==> config.mk <==
export PLATFORM = sky130hd
export DESIGN_NAME = code_lock_flat
export DESIGN_NICKNAME = d
export VERILOG_FILES = /design/src/rtl/code_lock_pkg.sv /design/src/rtl/code_lock_if.sv /design/src/rtl/code_lock_timer.sv /design/src/rtl/code_lock.sv /design/src/flat_wrapper.sv
export SDC_FILE = /design/constraint.sdc
export NUM_CORES = 1
export LEC_CHECK = 0
export BUFFER_PORTS_ARGS = -buffer_cell sky130_fd_sc_hd__buf_4
export CAP_MARGIN = 20
export CORE_MARGIN = 1.5
export CORE_UTILIZATION = 45
export CTS_CLUSTER_DIAMETER = 150
export DETAILED_ROUTE_END_ITERATION = 8
export GPL_TIMING_DRIVEN = 0
export PLACE_DENSITY = 0.8
export SLEW_MARGIN = 40
export SYNTH_ARGS = -nofsm -noshare
export SYNTH_HDL_FRONTEND = slang
export SYNTH_HIERARCHICAL = 1
export SYNTH_SLANG_ARGS = --single-unit
==> constraint.sdc <==
create_clock -name clk -period 2 [get_ports clk]
set_input_delay 0.3 -clock clk [delete_from_list [all_inputs] [get_ports clk]]
set_output_delay 0.3 -clock clk [all_outputs]
set_load 0.01 [all_outputs]
==> src/rtl/code_lock_pkg.sv <==
// Shared definitions for the parametrised keypad combination lock:
// state encoding plus one-hot button decode helpers.
package code_lock_pkg;

  localparam int STATE_W = 3;

  // Widest button bank the decode helpers accept.
  localparam int MAX_BTN = 32;
  localparam int IDX_W   = $clog2(MAX_BTN);

  typedef enum logic [STATE_W-1:0] {
    LOCKED   = 3'b000,
    INPUT    = 3'b001,
    VERIFY   = 3'b010,
    ERROR    = 3'b011,
    UNLOCKED = 3'b100,
    LOCKOUT  = 3'b101
  } state_t;

  function automatic logic onehot_valid(input logic [MAX_BTN-1:0] v);
    return (v & (v - MAX_BTN'(1))) == '0;
  endfunction

  function automatic logic [IDX_W-1:0] onehot_to_idx(input logic [MAX_BTN-1:0] v);
    logic [IDX_W-1:0] idx;
    idx = '0;
    for (int i = 0; i < MAX_BTN; i++) begin
      if (v[i]) idx = idx | IDX_W'(i);
    end
    return idx;
  endfunction

endpackage

==> src/rtl/code_lock_if.sv <==
// Keypad-side inputs and status outputs of the combination lock.
// The driver uses master; the lock itself uses slave.
interface code_lock_if #(
  parameter int NUM_BTN   = 4,
  parameter int CODE_LEN  = 4,
  parameter int MAX_TRIES = 3
);

  logic [NUM_BTN-1:0]                 btn;
  logic                               enter;
  logic                               clear;
  logic [code_lock_pkg::STATE_W-1:0]  state;
  logic                               locked;
  logic                               unlocked;
  logic                               error;
  logic                               lockout;
  logic [$clog2(CODE_LEN+1)-1:0]      digit_count;
  logic [$clog2(MAX_TRIES+1)-1:0]     tries_left;
  logic                               invalid;

  modport master (
    output btn, enter, clear,
    input  state, locked, unlocked, error, lockout, digit_count, tries_left, invalid
  );

  modport slave (
    input  btn, enter, clear,
    output state, locked, unlocked, error, lockout, digit_count, tries_left, invalid
  );

endinterface

==> src/rtl/code_lock_timer.sv <==
// Loadable down-counter shared by the UNLOCKED auto-relock and the LOCKOUT hold.
// done is high whenever the count sits at zero.
module code_lock_timer #(
  parameter int WIDTH = 6
) (
  input  logic             clk,
  input  logic             reset,
  input  logic             load,
  input  logic [WIDTH-1:0] load_val,
  input  logic             en,
  output logic             done
);

  logic [WIDTH-1:0] count;

  // Load wins over counting so a state entry always restarts the interval.
  always_ff @(posedge clk) begin
    if (reset) begin
      count <= '0;
    end else if (load) begin
      count <= load_val;
    end else if (en && (count != '0)) begin
      count <= count - WIDTH'(1);
    end
  end

  assign done = (count == '0);

endmodule

==> src/rtl/code_lock.sv <==
// Keypad combination lock: collects CODE_LEN digits, checks them against PASSWORD,
// counts wrong attempts into a timed lockout and auto-relocks after unlocking.
module code_lock
  import code_lock_pkg::*;
#(
  parameter int                          NUM_BTN        = 4,
  parameter int                          CODE_LEN       = 4,
  parameter int                          DIG_W          = $clog2(NUM_BTN),
  parameter logic [CODE_LEN*DIG_W-1:0]   PASSWORD       = 8'hE4,
  parameter int                          MAX_TRIES      = 3,
  parameter int                          LOCKOUT_CYCLES = 16,
  parameter int                          UNLOCK_CYCLES  = 32
) (
  input logic          clk,
  input logic          reset,
  code_lock_if.slave   bus
);

  localparam int CNT_W   = $clog2(CODE_LEN+1);
  localparam int TRY_W   = $clog2(MAX_TRIES+1);
  localparam int TMAX    = (LOCKOUT_CYCLES > UNLOCK_CYCLES) ? LOCKOUT_CYCLES : UNLOCK_CYCLES;
  localparam int TIMER_W = $clog2(TMAX+1);

  localparam logic [TIMER_W-1:0] LOCKOUT_LOAD = TIMER_W'(LOCKOUT_CYCLES - 1);
  localparam logic [TIMER_W-1:0] UNLOCK_LOAD  =
    (UNLOCK_CYCLES == 0) ? '0 : TIMER_W'(UNLOCK_CYCLES - 1);

  state_t                      state_q, state_d;
  logic [CNT_W-1:0]            digit_count_q, digit_count_d;
  logic [CODE_LEN*DIG_W-1:0]   code_q, code_d;
  logic                        overflow_q, overflow_d;
  logic [TRY_W-1:0]            tries_q, tries_d;
  logic                        invalid_q, invalid_d;

  logic                        btn_any;
  logic                        in_bad;
  logic [DIG_W-1:0]            digit;
  logic                        match;
  logic                        timer_load;
  logic [TIMER_W-1:0]          timer_val;
  logic                        timer_en;
  logic                        timer_done;

  // A rejected cycle is dropped completely; only the invalid pulse reflects it.
  assign btn_any = |bus.btn;
  assign in_bad  = !onehot_valid(MAX_BTN'(bus.btn))
                   || (bus.enter && btn_any)
                   || (bus.clear && btn_any)
                   || (bus.enter && bus.clear);
  assign digit   = DIG_W'(onehot_to_idx(MAX_BTN'(bus.btn)));

  assign match = (digit_count_q == CNT_W'(CODE_LEN)) && !overflow_q && (code_q == PASSWORD);

  assign timer_en = (state_q == UNLOCKED) || (state_q == LOCKOUT);

  code_lock_timer #(
    .WIDTH (TIMER_W)
  ) u_timer (
    .clk      (clk),
    .reset    (reset),
    .load     (timer_load),
    .load_val (timer_val),
    .en       (timer_en),
    .done     (timer_done)
  );

  always_ff @(posedge clk) begin
    if (reset) begin
      state_q       <= LOCKED;
      digit_count_q <= '0;
      code_q        <= '0;
      overflow_q    <= 1'b0;
      tries_q       <= TRY_W'(MAX_TRIES);
      invalid_q     <= 1'b0;
    end else begin
      state_q       <= state_d;
      digit_count_q <= digit_count_d;
      code_q        <= code_d;
      overflow_q    <= overflow_d;
      tries_q       <= tries_d;
      invalid_q     <= invalid_d;
    end
  end

  always_comb begin
    state_d       = state_q;
    digit_count_d = digit_count_q;
    code_d        = code_q;
    overflow_d    = overflow_q;
    tries_d       = tries_q;
    invalid_d     = in_bad && (state_q != LOCKOUT);
    timer_load    = 1'b0;
    timer_val     = '0;

    case (state_q)
      LOCKED: begin
        if (!in_bad && bus.enter) begin
          state_d       = INPUT;
          digit_count_d = '0;
          code_d        = '0;
          overflow_d    = 1'b0;
        end
      end

      INPUT: begin
        if (!in_bad) begin
          if (btn_any) begin
            if (digit_count_q < CNT_W'(CODE_LEN)) begin
              for (int i = 0; i < CODE_LEN; i++) begin
                if (digit_count_q == CNT_W'(i)) code_d[i*DIG_W +: DIG_W] = digit;
              end
              digit_count_d = digit_count_q + CNT_W'(1);
            end else begin
              overflow_d = 1'b1;
            end
          end else if (bus.clear) begin
            state_d = LOCKED;
          end else if (bus.enter) begin
            state_d = VERIFY;
          end
        end
      end

      VERIFY: begin
        if (match) begin
          state_d    = UNLOCKED;
          tries_d    = TRY_W'(MAX_TRIES);
          timer_load = 1'b1;
          timer_val  = UNLOCK_LOAD;
        end else if (tries_q <= TRY_W'(1)) begin
          state_d    = LOCKOUT;
          tries_d    = '0;
          timer_load = 1'b1;
          timer_val  = LOCKOUT_LOAD;
        end else begin
          state_d = ERROR;
          tries_d = tries_q - TRY_W'(1);
        end
      end

      ERROR: begin
        if (!in_bad && bus.clear) state_d = LOCKED;
      end

      UNLOCKED: begin
        if ((!in_bad && bus.clear) || ((UNLOCK_CYCLES != 0) && timer_done)) begin
          state_d = LOCKED;
        end
      end

      LOCKOUT: begin
        if (timer_done) begin
          state_d = LOCKED;
          tries_d = TRY_W'(MAX_TRIES);
        end
      end

      default: state_d = LOCKED;
    endcase
  end

  assign bus.state       = state_q;
  assign bus.locked      = (state_q == LOCKED);
  assign bus.unlocked    = (state_q == UNLOCKED);
  assign bus.error       = (state_q == ERROR);
  assign bus.lockout     = (state_q == LOCKOUT);
  assign bus.digit_count = digit_count_q;
  assign bus.tries_left  = tries_q;
  assign bus.invalid     = invalid_q;

endmodule

==> src/flat_wrapper.sv <==
// flat-port wrapper written by rule: the top's interface ports become plain ports
module code_lock_flat import code_lock_pkg::*;
#(
  parameter int                          NUM_BTN        = 4,
  parameter int                          CODE_LEN       = 4,
  parameter int                          DIG_W          = $clog2(NUM_BTN),
  parameter logic [CODE_LEN*DIG_W-1:0]   PASSWORD       = 8'hE4,
  parameter int                          MAX_TRIES      = 3,
  parameter int                          LOCKOUT_CYCLES = 16,
  parameter int                          UNLOCK_CYCLES  = 32
)
  (clk, reset, bus_btn, bus_enter, bus_clear, bus_state, bus_locked, bus_unlocked, bus_error, bus_lockout, bus_digit_count, bus_tries_left, bus_invalid);
  code_lock_if #(.NUM_BTN(NUM_BTN), .CODE_LEN(CODE_LEN), .MAX_TRIES(MAX_TRIES)) bus_i ();
  input logic clk;
  input logic reset;
  input wire logic [$bits(bus_i.btn)-1:0] bus_btn;
  input wire logic [$bits(bus_i.enter)-1:0] bus_enter;
  input wire logic [$bits(bus_i.clear)-1:0] bus_clear;
  output wire logic [$bits(bus_i.state)-1:0] bus_state;
  output wire logic [$bits(bus_i.locked)-1:0] bus_locked;
  output wire logic [$bits(bus_i.unlocked)-1:0] bus_unlocked;
  output wire logic [$bits(bus_i.error)-1:0] bus_error;
  output wire logic [$bits(bus_i.lockout)-1:0] bus_lockout;
  output wire logic [$bits(bus_i.digit_count)-1:0] bus_digit_count;
  output wire logic [$bits(bus_i.tries_left)-1:0] bus_tries_left;
  output wire logic [$bits(bus_i.invalid)-1:0] bus_invalid;
  assign bus_i.btn = bus_btn;
  assign bus_i.enter = bus_enter;
  assign bus_i.clear = bus_clear;
  assign bus_state = bus_i.state;
  assign bus_locked = bus_i.locked;
  assign bus_unlocked = bus_i.unlocked;
  assign bus_error = bus_i.error;
  assign bus_lockout = bus_i.lockout;
  assign bus_digit_count = bus_i.digit_count;
  assign bus_tries_left = bus_i.tries_left;
  assign bus_invalid = bus_i.invalid;
  code_lock #(.NUM_BTN(NUM_BTN), .CODE_LEN(CODE_LEN), .DIG_W(DIG_W), .PASSWORD(PASSWORD), .MAX_TRIES(MAX_TRIES), .LOCKOUT_CYCLES(LOCKOUT_CYCLES), .UNLOCK_CYCLES(UNLOCK_CYCLES)) u_core (.clk(clk), .reset(reset), .bus(bus_i));
endmodule
### Word-level counts from Yosys, hierarchy flattened

Cells that the tools add are included.

| storage, ports and cells | value |
|---|---|
| register bits | 24 |
| output and inout bits | 13 |
| logic and storage cells | 121 |

| cells by class | value |
|---|---|
| order comparisons | 2 |
| equality and inequality tests | 25 |
| add/sub/neg operators | 4 |
| reduce and logical (&&, ||, !) cells | 34 |
| mux-type cells | 45 |
| bitwise logic cells | 1 |

Operators with widths:

| cell | number |
|---|---|
| $mux 3 | 14 |
| $and 4x32->32 | 1 |
| $logic_not 32->1 | 1 |
| $mux 8 | 4 |
| $mux 6 | 4 |
| $reduce_and 6->1 | 4 |
| $ne 2x1->1 const B | 10 |
| $mux 2 | 9 |
| $pmux 3 s6 | 1 |
| $pmux 8 s2 | 1 |
| $eq 3x2->1 const B | 4 |
| $reduce_and 5->1 | 2 |
| $eq 3x3->1 const B | 3 |
| $logic_and 1x1->1 | 9 |
| $eq 8x8->1 const B | 1 |
| $mux 1 | 8 |
| $reduce_and 7->1 | 1 |
| $eq 3x1->1 const B | 2 |
| $logic_not 3->1 | 2 |
| $logic_not 6->1 | 1 |
| $ne 2x2->1 const B | 3 |
| $ne 3x3->1 const B | 2 |
| $pmux 3 s2 | 1 |
| $reduce_bool 2->1 | 3 |
| other kinds (14) | 20 |

### Longest topological paths before layout

Gate-level depths: netlist of the first run.

| depth | value |
|---|---|
| word-level depth | 12 |
| depth in mapped cells | 9 |

### By module

The synthesis of the first run kept the hierarchy.

By module, submodules not included:

| module | area an instance (µm²) | sequential area each (µm²) | cells an instance | times used |
|---|---|---|---|---|
| code_lock | 1041.0 | 360.3 | 129 | 1 |
| code_lock_timer | 371.6 | 120.1 | 42 | 1 |

### Worst setup path after synthesis of the first run

Ideal clock, no wire load.

| timing | value |
|---|---|
| kind | register to register |
| from | reg u_core.u_timer.count[0] |
| to | reg u_core.state_q[0], in the netlist u_core/bus.state[0] |
| setup time | 0.071 ns |
| path buffers | 0 |
| cell stages (with the launch flop) | 8 |
| data arrival time | 1.864 ns |
| path slack | 0.065 ns |
| period minus slack after synthesis | 1.935 ns |
| path through | dfxtp_1 -> inv_1 -> ha_1 -> or4b_4 -> nor2_1 -> a311oi_1 -> or4_1 -> a21oi_1 |

| between the ends | value |
|---|---|
| longest elaborated chain between the ends | 4 |
| elaborated cells on any way between the ends | 5 |
| those cells by class | 2 x eq/ne; 3 x reduce/logical |

Ends and longest elaborated chain:

| element | RTL line | text |
|---|---|---|
| start: declaration | code_lock_timer.sv:14 | `logic [WIDTH-1:0] count;` |
| start signal: assignment | code_lock_timer.sv:21 | `count <= load_val;` |
| start signal: assignment | code_lock_timer.sv:23 | `count <= count - WIDTH'(1);` |
| $logic_not 6->1 (*) | code_lock_timer.sv:27 | `assign done = (count == '0);` |
| net u_core.timer_done | code_lock.sv:42 | `logic timer_done;` |
| $logic_or 1x1->1 | code_lock.sv:146 | `if ((!in_bad && bus.clear) \|\| ((UNLOCK_CYCLES != 0) && timer_done)) begin` |
| $ne 2x1->1 (no source line) | n/a |  |
| $reduce_and 7->1 (no source line) (*) | n/a |  |
| end signal: assignment | code_lock.sv:76 | `state_q <= state_d;` |
| end: declaration | code_lock.sv:28 | `state_t state_q, state_d;` |

Mark *: on every way through the listed nets, which the timed path passes. The rest lies on a longest branch.
A chain may end at the register's enable or synchronous reset.

### Final worst setup path of the first run

| timing | value |
|---|---|
| from | reg u_core.u_timer.count[1] |
| to | reg u_core.state_q[0], in the netlist u_core/bus.state[0] |

Same word-level chain as after synthesis.

==> metrics.txt, run 1 <==
xor and xnor area share after synthesis=1.24%; Synth cell types=48; endpoints failing hold=0; n_diodes=0; Sink Count=24; #FFs+latches synth=24; Synth Area in Compound Gates=27.1%; Rel. slew slack=61.7%; mux cell area share after synthesis=2.13%; Routed WL per cell=14.0 um; MaxCap Viol Count=0; leading area contributor after synthesis=dfxtp_1; Worst Tran Pin Value=0.569 ns; hold path start=reset; Crit path largest cell delay=0.53 ns; Layout Utilization=60.3%; Pwr Density=~450 mW/mm2; reg-to-reg setup timing slack=0.007 ns; Final GP Congestion=~0.87; antenna violations before repair=0; die width=between 50 and 60 um; post-route cell area=around 0.0018 mm2; Port Buffer Count=20; final net count=221; die area=around 0.0035 mm2; io pins=21; Post-Synth Simple-Gate Area=23.7%; H-tree levels=1; Final Cycle Share=99.6%; gr usage total=21.2%; Top delay family on crit path=simple AND/OR/NAND/NOR gates; most common cell in the synthesized netlist=dfxtp_1; reg2reg end=u_core/bus.state[0]; top-area cell type share of the netlist area=34.0%; Longest Clk Path Bufs=2; TritonCTS buffer count=3; Site Rows=20; fmax=502 MHz; Root Buffer=clkbuf_4; synth cell count leaders=24 x dfxtp_1, 15 x nor2_1, 13 x a21oi_1; Hold Crit Class=in -> reg; synth warn=6; P&R area growth vs syn=29.3%; first-pass GRT wire length=5600 um; sequential fraction of the synthesis area=approximately a third; dominant synthesized flop cell=dfxtp_1; Initial Utilization=46.7%; minimum clock period=around 2.0 ns; Worst-Skew Late Latency=0.33 ns; Die Ht=59.0 um; cell area after synthesis=0.00141 mm2; crit path DAT=2.27 ns; largest net degree at the start of global routing=14; R2R depth=7; DRT iter0 DRCs=76; VDD IR max=255 uV; hold_buf cts=0; Slowest cell on crit path=or4_4; RSZ-0062 raised after global routing=true; P_leak=~0.66 nW; R2R Path Start=u_core/u_timer/count[1]; main combinational cell family by area after synthesis=compound AO/OA/AOI/OAI gates; Synth area leaders=dfxtp_1 34%, ha_1 6.2%, a21oi_1 4.6%; cells after synthesis=171; critical path endpoint category=register; CP Cell Sequence=inv_4, ha_4, or4b_4, nor2_4, a311oi_4, or4_4, a21oi_2; syn_area_per_cell=8.26 um2; DRT Wirelength=3490 um; number of fillers in the final layout=282; via count=between 1000 and 1500; core area=roughly 0.003 mm2; grt total ovfl=0; layout cells sized above 1=29.3%; fin cells=249; outcome=finished, final reports clean; Hold Path Sink=u_core/u_timer/count[0]; Final HPWL DP=between 2000 and 2500 um; Post-Syn Nets=roughly 190; ys async rst share=0%; Req. time, crit path=about 2.3 ns; Adder-Cell Fraction of Synth Area=6.91%; kind of critical path=reg -> reg; # setup viols final=0; Post-Place Cells=235; EDFF count, synth=0; Routed Antenna Nets=0; Fin Hold WS=0.159 ns; Worst Skew=~0.0028 ns; drt first pass iters=4; Startpoint Class=register; crit path max fanout=4; placed inst area=0.00162 mm2; WHS Path Cells=2; vias per inst=5.61; vias in the first global route=1246; DRC=0; Buffers & Inverters on Critical Path=1; clock-pin transition on the worst setup and hold timing paths=0.14 ns; CTS tree=yes; Final Slew Violations=0
registers in the layout (all words and copies together) (netlist names):
register / flops
u_core/code_q: 8
u_core/u_timer/count: 6
u_core/bus.digit_count: 3
u_core/bus.state: 3
u_core/bus.tries_left: 2
u_core/bus.invalid: 1
u_core/overflow_q: 1
cell families (layout without fill, tap and decap cells):
| logic type | after synthesis | after routing |
|---|---|---|
| muxes | 3 | 3 |
| buffers and inverters | 17 | 51 |
| other | 1 | 1 |
| xor gates and xnor gates | 2 | 2 |
| adders and majority gates | 8 | 8 |
| and+or+nand+nor | 59 | 59 |
| AOI/OAI and AO/OA | 57 | 57 |
| DFF | 24 | 24 |
area by class of cell:
| class | count | area (um2) | area share (%) |
|---|---|---|---|
| Timing Repair Buffer | 30 | 225 | 12.3 |
| Buffer | 4 | 16.3 | 0.890 |
| Sequential cell | 24 | 485 | 26.6 |
| Multi-Input combinational cell | 130 | 955 | 52.3 |
| Clock buffer | 4 | 36.3 | 1.99 |
| Tap cell | 44 | 55.1 | 3.01 |
| Inverter | 13 | 53.8 | 2.95 |
where the power goes:
part           leakage (nW)  switching [W]  internal (W)
Sequential            0.196    0.000000863      0.000480
Combinational         0.447      0.0000452     0.0000246
Clock                0.0210       0.000159      0.000112
stage by stage:
stage | TNS (ns) | setup slack [ns] | power, W
after floorplan | 0 | 0.0653 | 0.000526
after global placement | -1.33 | -0.226 | 0.000558
after detailed placement | -1.63 | -0.234 | 0.000558
after CTS | 0 | 0.00658 | 0.000828
after global routing | -0.0811 | -0.0496 | 0.000853
final | 0 | 0.00730 | 0.000822
worst max path at each step:
stage	startpoint	endpoint	slack (ns)	depth (start not counted)
6_report	u_core/u_timer/count[1]	u_core/bus.state[0]	0.007	7
3_5_place_dp	u_core/bus.digit_count[0]	u_core/u_timer/count[1]	-0.23	8
2_1_floorplan	u_core/u_timer/count[0]	u_core/bus.state[0]	0.07	7
4_1_cts	u_core/bus.digit_count[1]	u_core/bus.state[0]	0.007	8
5_1_grt	u_core/u_timer/count[1]	u_core/bus.state[0]	-0.05	7
3_3_place_gp	u_core/bus.digit_count[0]	u_core/u_timer/count[1]	-0.23	8
what timing repair did:
item,4_1_cts,5_1_grt
endpoints found under the setup margin,8,8
setup buffers,3,7
gates resized for setup,11,13
pin swaps,3,8
routing by layer:
layer,global-route usage (%),part of all wire (%),wire length [um],vias up
li1,-,-,-,716
met3,3.06,2.9,101,5
met1,29.2,48,1690,648
met4,10.1,1.7,59,0
met5,0,0,0,-
met2,32.7,47,1640,27
cell usage in the layout, fill, tap and decap left out, types with 3 or more instances in the layout:
cell,instances
buf_4,30
clkbuf_4,3
inv_1,8
dfxtp_1,20
ha_1,5
nand3_1,7
dfxtp_2,4
a211oi_1,3
o21ai_0,4
mux2i_1,3
nor4_1,4
clkbuf_1,3
o21ai_1,7
nor2_1,14
nor3_1,9
o31ai_1,5
nand2_1,7
a21oi_1,10
o211ai_1,8
nand2b_1,3
Note: power is estimated with default switching activity, not from simulation.
==> inputs of run 2 (changes only) <==
- CORE_UTILIZATION: 45 -> 50
- GPL_TIMING_DRIVEN: 0 -> default
- PLACE_DENSITY: 0.8 -> 0.86
- RECOVER_POWER: default -> 100
==> run 2 against run 1 <==
- die area down 9.5%
- design area fell by 0.34%
- sequential share of layout area hardly changed
- critical path depth stayed put
- first-iteration DRC count rose by 32%
- critical endpoint unchanged
- highest routed layer unchanged
==> metrics.txt, run 2 (same netlist as run 1, synthesis figures left out) <==
DRC=0 (unchanged); endpoints failing hold=0 (unchanged); MaxCap Viol Count=0 (unchanged); critical path endpoint category=register (unchanged); Final Cycle Share=99.1% (was 99.6%); largest net degree at the start of global routing=17 (was 14); Top reg by flops=u_core/code_q (unchanged); fmax=504 MHz (was 502 MHz); largest registers=u_core/code_q x8, u_core/u_timer/count x6 (unchanged); layout cells sized above 1=27.7% (was 29.3%); crit path max fanout=3 (was 4); drt first pass iters=4 (unchanged); first-pass GRT wire length=6300 um (was 5600 um); outcome=finished, final reports clean (unchanged); n_diodes=0 (unchanged); RSZ-0062 raised after global routing=true (unchanged); Sum Neg Setup Slack=0 ns (unchanged); number of fillers in the final layout=231 (was 282); vias in the first global route=1471 (was 1246); via count=1494 (was 1396); gr usage total=25.2% (was 21.2%); Sink Count=24 (unchanged); Worst-Skew Late Latency=0.33 ns (about the same); VDD IR max=551 uV (was 255 uV); Final Slew Violations=0 (unchanged); Port Buffer Count=20 (unchanged); commonest non-fill, non-tap cell in the layout=buf_4 (unchanged); final net count=229 (was 221); TritonCTS buffer count=3 (unchanged); DRT Wirelength=3920 um (was 3490 um); DRT iter0 DRCs=100 (was 76); Hold Crit Class=in -> reg (unchanged); vias per inst=6.12 (was 5.61); P_leak=0.674 nW (was 0.664 nW); Routed WL per cell=16.1 um (was 14.0 um); core area=0.00271 mm2 (was 0.00303 mm2); clock-pin transition on the worst setup and hold timing paths=0.14 ns (about the same); Req. time, crit path=2.27 ns (was 2.28 ns); P&R area growth vs syn=28.9% (was 29.3%); kind of critical path=reg -> reg (unchanged); Initial Utilization=52.1% (was 46.7%); Longest Clk Path Bufs=2 (unchanged); Top delay family on crit path=simple AND/OR/NAND/NOR gates (unchanged); area of the multi-input gates=937 um2 (was 955 um2); Routed Antenna Nets=0 (unchanged); die width=56.2 um (was 59.0 um); Site Rows=19 (was 20); # setup viols final=0 (unchanged); Worst Skew=0.00913 ns (was 0.00284 ns); io pins=21 (unchanged); most frequent cells in the layout=31 x buf_4, 22 x dfxtp_1, 14 x nor2_1 (was 30 x buf_4, 20 x dfxtp_1, 14 x nor2_1); Root Buffer=clkbuf_4 (unchanged); CTS tree=yes (unchanged); Buffers & Inverters on Critical Path=1 (unchanged); Die Ht=56.2 um (was 59.0 um); minimum clock period=1.98 ns (was 1.99 ns); CP Cell Sequence=inv_4, ha_4, or4b_4, nor2_4, a311oi_2, or4_4, a21oi_2 (was inv_4, ha_4, or4b_4, nor2_4, a311oi_4, or4_4, a21oi_2); antenna violations before repair=0 (unchanged); die area=0.00315 mm2 (was 0.00348 mm2); Crit path largest cell delay=0.53 ns (about the same); H-tree levels=1 (unchanged); Final HPWL DP=2930 um (was 2440 um); crit path DAT=2.26 ns (was 2.27 ns); Worst Tran Pin Value=0.829 ns (was 0.569 ns); total power=0.000823 W (was 0.000822 W); Final GP Congestion=0.922 (was 0.874); Startpoint Class=register (unchanged); grt total ovfl=0 (unchanged); FF+latch area=483 um2 (was 485 um2); Slowest cell on crit path=or4_4 (unchanged); max reg flops=8 (unchanged); Pwr Density=452 mW/mm2 (was 450 mW/mm2); Rel. slew slack=44.7% (was 61.7%)
-- run 2: cell types whose count changed in the layout (fill, tap and decap cells not counted), moves of 2 or more --
cell      delta
inv_2        +2
clkbuf_1     +8
dfxtp_2      -2
dfxtp_1      +2
-- run 2: repair_timing --
item / in CTS / in global routing
hold buffers: 0 / 0
pin swaps: 1 / 8
buffers inserted: 0 / 4
endpoints found under the setup margin: 2 / 8
gates resized for setup: 4 / 17
gates cloned: 0 / 0
-- run 2: metal layers --
| metal | part of all wire [%] | global-route usage [%] |
|---|---|---|
| met5 | 0 | 0 |
| met4 | 1.5 | 11.9 |
| met3 | 3.5 | 4.65 |
| met2 | 54 | 46.6 |
| met1 | 41 | 27.3 |
-- run 2: final timing paths --
| check | from | end | slack, ns | cells past startpoint |
|---|---|---|---|---|
| worst max-delay path | u_core/u_timer/count[1] | u_core/bus.state[0] | 0.02 | 7 |
| worst min-delay path | reset | u_core/u_timer/count[0] | 0.26 | 2 |
| worst max register to register | u_core/u_timer/count[1] | u_core/bus.state[0] | 0.02 | 7 |
| worst min register to register | u_core/overflow_q | u_core/overflow_q | 0.51 | 1 |
-- run 2: stage by stage --
step           hold slack [ns]  area (um2)  setup WS (ns)  utilization (%)  cells
6_report                 0.255        1820         0.0174             67.2    244
5_1_grt                  0.244        1820        -0.0209             67.2    244
4_1_cts                  0.248        1770         0.0106             65.3    240
3_5_place_dp             0.478        1720        -0.0840             63.5    236
3_3_place_gp             0.470        1720         0.0351             63.5    236
2_1_floorplan            0.365        1410         0.0653                -    171
-- run 2: final cells by class --
type	instances	share of cell area [%]
Sequential cell	24	26.5
Tap cell	31	2.13
Timing Repair Buffer	42	15.1
Inverter	13	2.82
Clock buffer	4	1.99
Multi-Input combinational cell	130	51.5
-- run 2: report_power, final --
group | switching (W) | internal (W)
registers | 0.00000175 | 0.000480
clock network | 0.000155 | 0.000112
logic | 0.0000454 | 0.0000285
==> inputs of run 3 (changes only) <==
- ABC_AREA: default -> 1
- CORE_UTILIZATION: 50 -> 51
- PLACE_DENSITY: 0.86 -> 0.87
==> run 3 against run 2 <==
- area after synthesis rose by 14%
- die area increased by 11%
- cell count rose by 29%
- first-iteration DRC count decreased by 12%
- clock power rose by 32%
- power grew to 2.9 times the previous value
- routed wire length fell by 7.0%
- flip-flop and latch count stayed put
- register-to-register slack better by 0.16 ns
- via count up 8.2%
- setup slack gained 0.16 ns
- critical path type unchanged
==> metrics.txt, run 3 <==
Rel. slew slack=57.4% (was 44.7%); fin cells=314 (was 244); commonest non-fill, non-tap cell in the layout=nand2_1 (was buf_4); clock-pin transition on the worst setup and hold timing paths=0.14 ns (about the same); grt total ovfl=0 (unchanged); sequential fraction of the synthesis area=29.9% (was 34.0%); CP Cell Sequence=inv_1, nand3_1, nor2_1, nor2_4, nand2_1, inv_1, nand2_1, nand2_1, nor2_1 (was inv_4, ha_4, or4b_4, nor2_4, a311oi_2, or4_4, a21oi_2); VDD IR max=660 uV (was 551 uV); ys async rst share=0% (unchanged); synth warn=6 (unchanged); placed inst area=0.00179 mm2 (was 0.00172 mm2); first-pass GRT wire length=5950 um (was 6300 um); Root Buffer=clkbuf_4 (unchanged); Synth cell types=30 (was 48); RSZ-0062 raised after global routing=false (was true); outcome=finished, final reports clean (unchanged); largest net degree at the start of global routing=19 (was 17); crit path max fanout=17 (was 3); Routed WL per cell=11.6 um (was 16.1 um); CTS tree=yes (unchanged); Port Buffer Count=20 (unchanged); n_diodes=0 (unchanged); minimum clock period=1.82 ns (was 1.98 ns); Crit path largest cell delay=0.45 ns (was 0.53 ns); DRT Wirelength=3650 um (was 3920 um); io pins=21 (unchanged); final net count=286 (was 229); most frequent cells in the layout=66 x nand2_1, 36 x nor2_1, 25 x inv_1 (was 31 x buf_4, 22 x dfxtp_1, 14 x nor2_1); gr usage total=22.0% (was 25.2%); Sum Neg Setup Slack=0 ns (unchanged); Final Slew Violations=0 (unchanged); MaxCap Viol Count=0 (unchanged); Worst Tran Pin Value=0.633 ns (was 0.829 ns); crit path DAT=2.05 ns (was 2.26 ns); TritonCTS buffer count=3 (unchanged); largest registers=u_core/code_q x8, u_core/u_timer/count x6 (unchanged); P&R area growth vs syn=11.1% (was 28.9%); Top reg by flops=u_core/code_q (unchanged); die area=0.00350 mm2 (was 0.00315 mm2); Site Rows=20 (was 19); kind of critical path=reg -> reg (unchanged); cells after synthesis=249 (was 171); leading area contributor after synthesis=dfxtp_1 (unchanged); Final HPWL DP=2650 um (was 2930 um); Die Ht=59.1 um (was 56.2 um); post-route cell area=0.00178 mm2 (was 0.00182 mm2); hold_buf cts=0 (unchanged); Slowest cell on crit path=dfxtp_1 (was or4_4); layout cells sized above 1=12.2% (was 27.7%); Routed Antenna Nets=0 (unchanged); die width=59.1 um (was 56.2 um); Startpoint Class=register (unchanged); Worst-Skew Late Latency=0.31 ns (was 0.33 ns); P_leak=0.783 nW (was 0.674 nW); core area=0.00303 mm2 (was 0.00271 mm2); Req. time, crit path=2.23 ns (was 2.27 ns); crit path from=u_core/bus.state[1] (was u_core/u_timer/count[1]); antenna violations before repair=0 (unchanged); EDFF count, synth=0 (unchanged); DRT iter0 DRCs=88 (was 100); dominant synthesized flop cell=dfxtp_1 (unchanged); H-tree levels=1 (unchanged); Post-Syn Nets=264 (was 186); Hold Crit Class=in -> reg (unchanged); vias per inst=5.15 (was 6.12); hold path start=reset (unchanged); syn_area_per_cell=6.45 um2 (was 8.26 um2); R2R Path Start=u_core/bus.state[1] (was u_core/u_timer/count[1]); #FFs+latches synth=24 (unchanged); max reg flops=8 (unchanged); synth cell count leaders=66 x nand2_1, 36 x nor2_1, 24 x dfxtp_1 (was 24 x dfxtp_1, 15 x nor2_1, 13 x a21oi_1); Post-Place Cells=310 (was 236); Sink Count=24 (unchanged); vias in the first global route=1396 (was 1471); most frequent cell on the critical path=nand2_1; DRC=0 (unchanged); Final Cycle Share=91.0% (was 99.1%); drt first pass iters=4 (unchanged); Pwr Density=1310 mW/mm2 (was 452 mW/mm2); fmax=550 MHz (was 504 MHz); cell area after synthesis=0.00161 mm2 (was 0.00141 mm2); Longest Clk Path Bufs=2 (unchanged); # setup viols final=0 (unchanged); Fin Hold WS=0.222 ns (was 0.255 ns); top-area cell type share of the netlist area=29.9% (was 34.0%); most common cell in the synthesized netlist=nand2_1 (was dfxtp_1); via count=1617 (was 1494); endpoints failing hold=0 (unchanged); Initial Utilization=53.1% (was 52.1%); critical path endpoint category=register (unchanged); Synth area leaders=dfxtp_1 30%, nand2_1 15%, nor2_1 8.4% (was dfxtp_1 34%, ha_1 6.2%, a21oi_1 4.6%); Final GP Congestion=0.815 (was 0.922); Worst Skew=0.0127 ns (was 0.00913 ns)
## run 3: final timing paths
kind,slack (ns),cells past startpoint,end
worst max-delay path,0.18,9,u_core/bus.digit_count[1]
worst min-delay path,0.22,2,u_core/u_timer/count[4]
worst max register to register,0.18,9,u_core/bus.digit_count[1]
worst min register to register,0.49,2,u_core/u_timer/count[0]
## run 3: area by class of cell
cell class / count / area (um2)
multi-input combinational: 193 / 973
tap: 44 / 55.1
fill: 301 / 1240
clock buffer: 3 / 22.5
clock inverter: 1 / 30.0
sequential: 24 / 482
timing repair buffer: 21 / 116
inverter: 28 / 105
## run 3: through the flow
stage / power, W / setup slack (ns) / utilization (%)
2_1_floorplan: 0.00178 / 0.196 / -
3_3_place_gp: 0.00203 / 0.318 / 59.0
3_5_place_dp: 0.00206 / 0.231 / 59.0
4_1_cts: 0.00242 / 0.178 / 60.7
5_1_grt: 0.00256 / 0.00119 / 58.9
6_report: 0.00235 / 0.181 / 58.9
## run 3: timing repair
action	CTS	global route
buffers inserted	0	0
gates resized for setup	0	4
setup endpoints to repair	0	5
## run 3: cell families (layout without fill, tap and decap cells)
kind of cell	after synthesis	in the layout	share of synthesized area, %
other cells	1	1	0.233
simple gates	152	152	43.7
xor+xnor	1	1	0.545
buf+inv	32	53	8.57
fa+ha+maj	7	7	5.45
flops	24	24	29.9
compound gates	32	32	11.6
## run 3: per-layer routing
metal  GRT usage (%)  part of all wire (%)  up-vias
met5               0                     0        -
met4            7.79                  0.74        0
met3            2.40                   5.2        2
met2            37.5                    48       45
met1            28.7                    46      711
li1                -                     -      859
## run 3: report_power, final
part | total (W) | switching [W] | internal [W]
Clock | 0.000353 | 0.000150 | 0.000202
Sequential | 0.000748 | 0.000133 | 0.000615
Combinational | 0.00125 | 0.000819 | 0.000427
Total | 0.00235 | 0.00110 | 0.00124
## run 3: critical path, delay by kind of cell, from the launching register on
kind,cells,cell delay (ns)
flops,1,0.45
buf+inv,2,0.25
simple gates,7,1.03
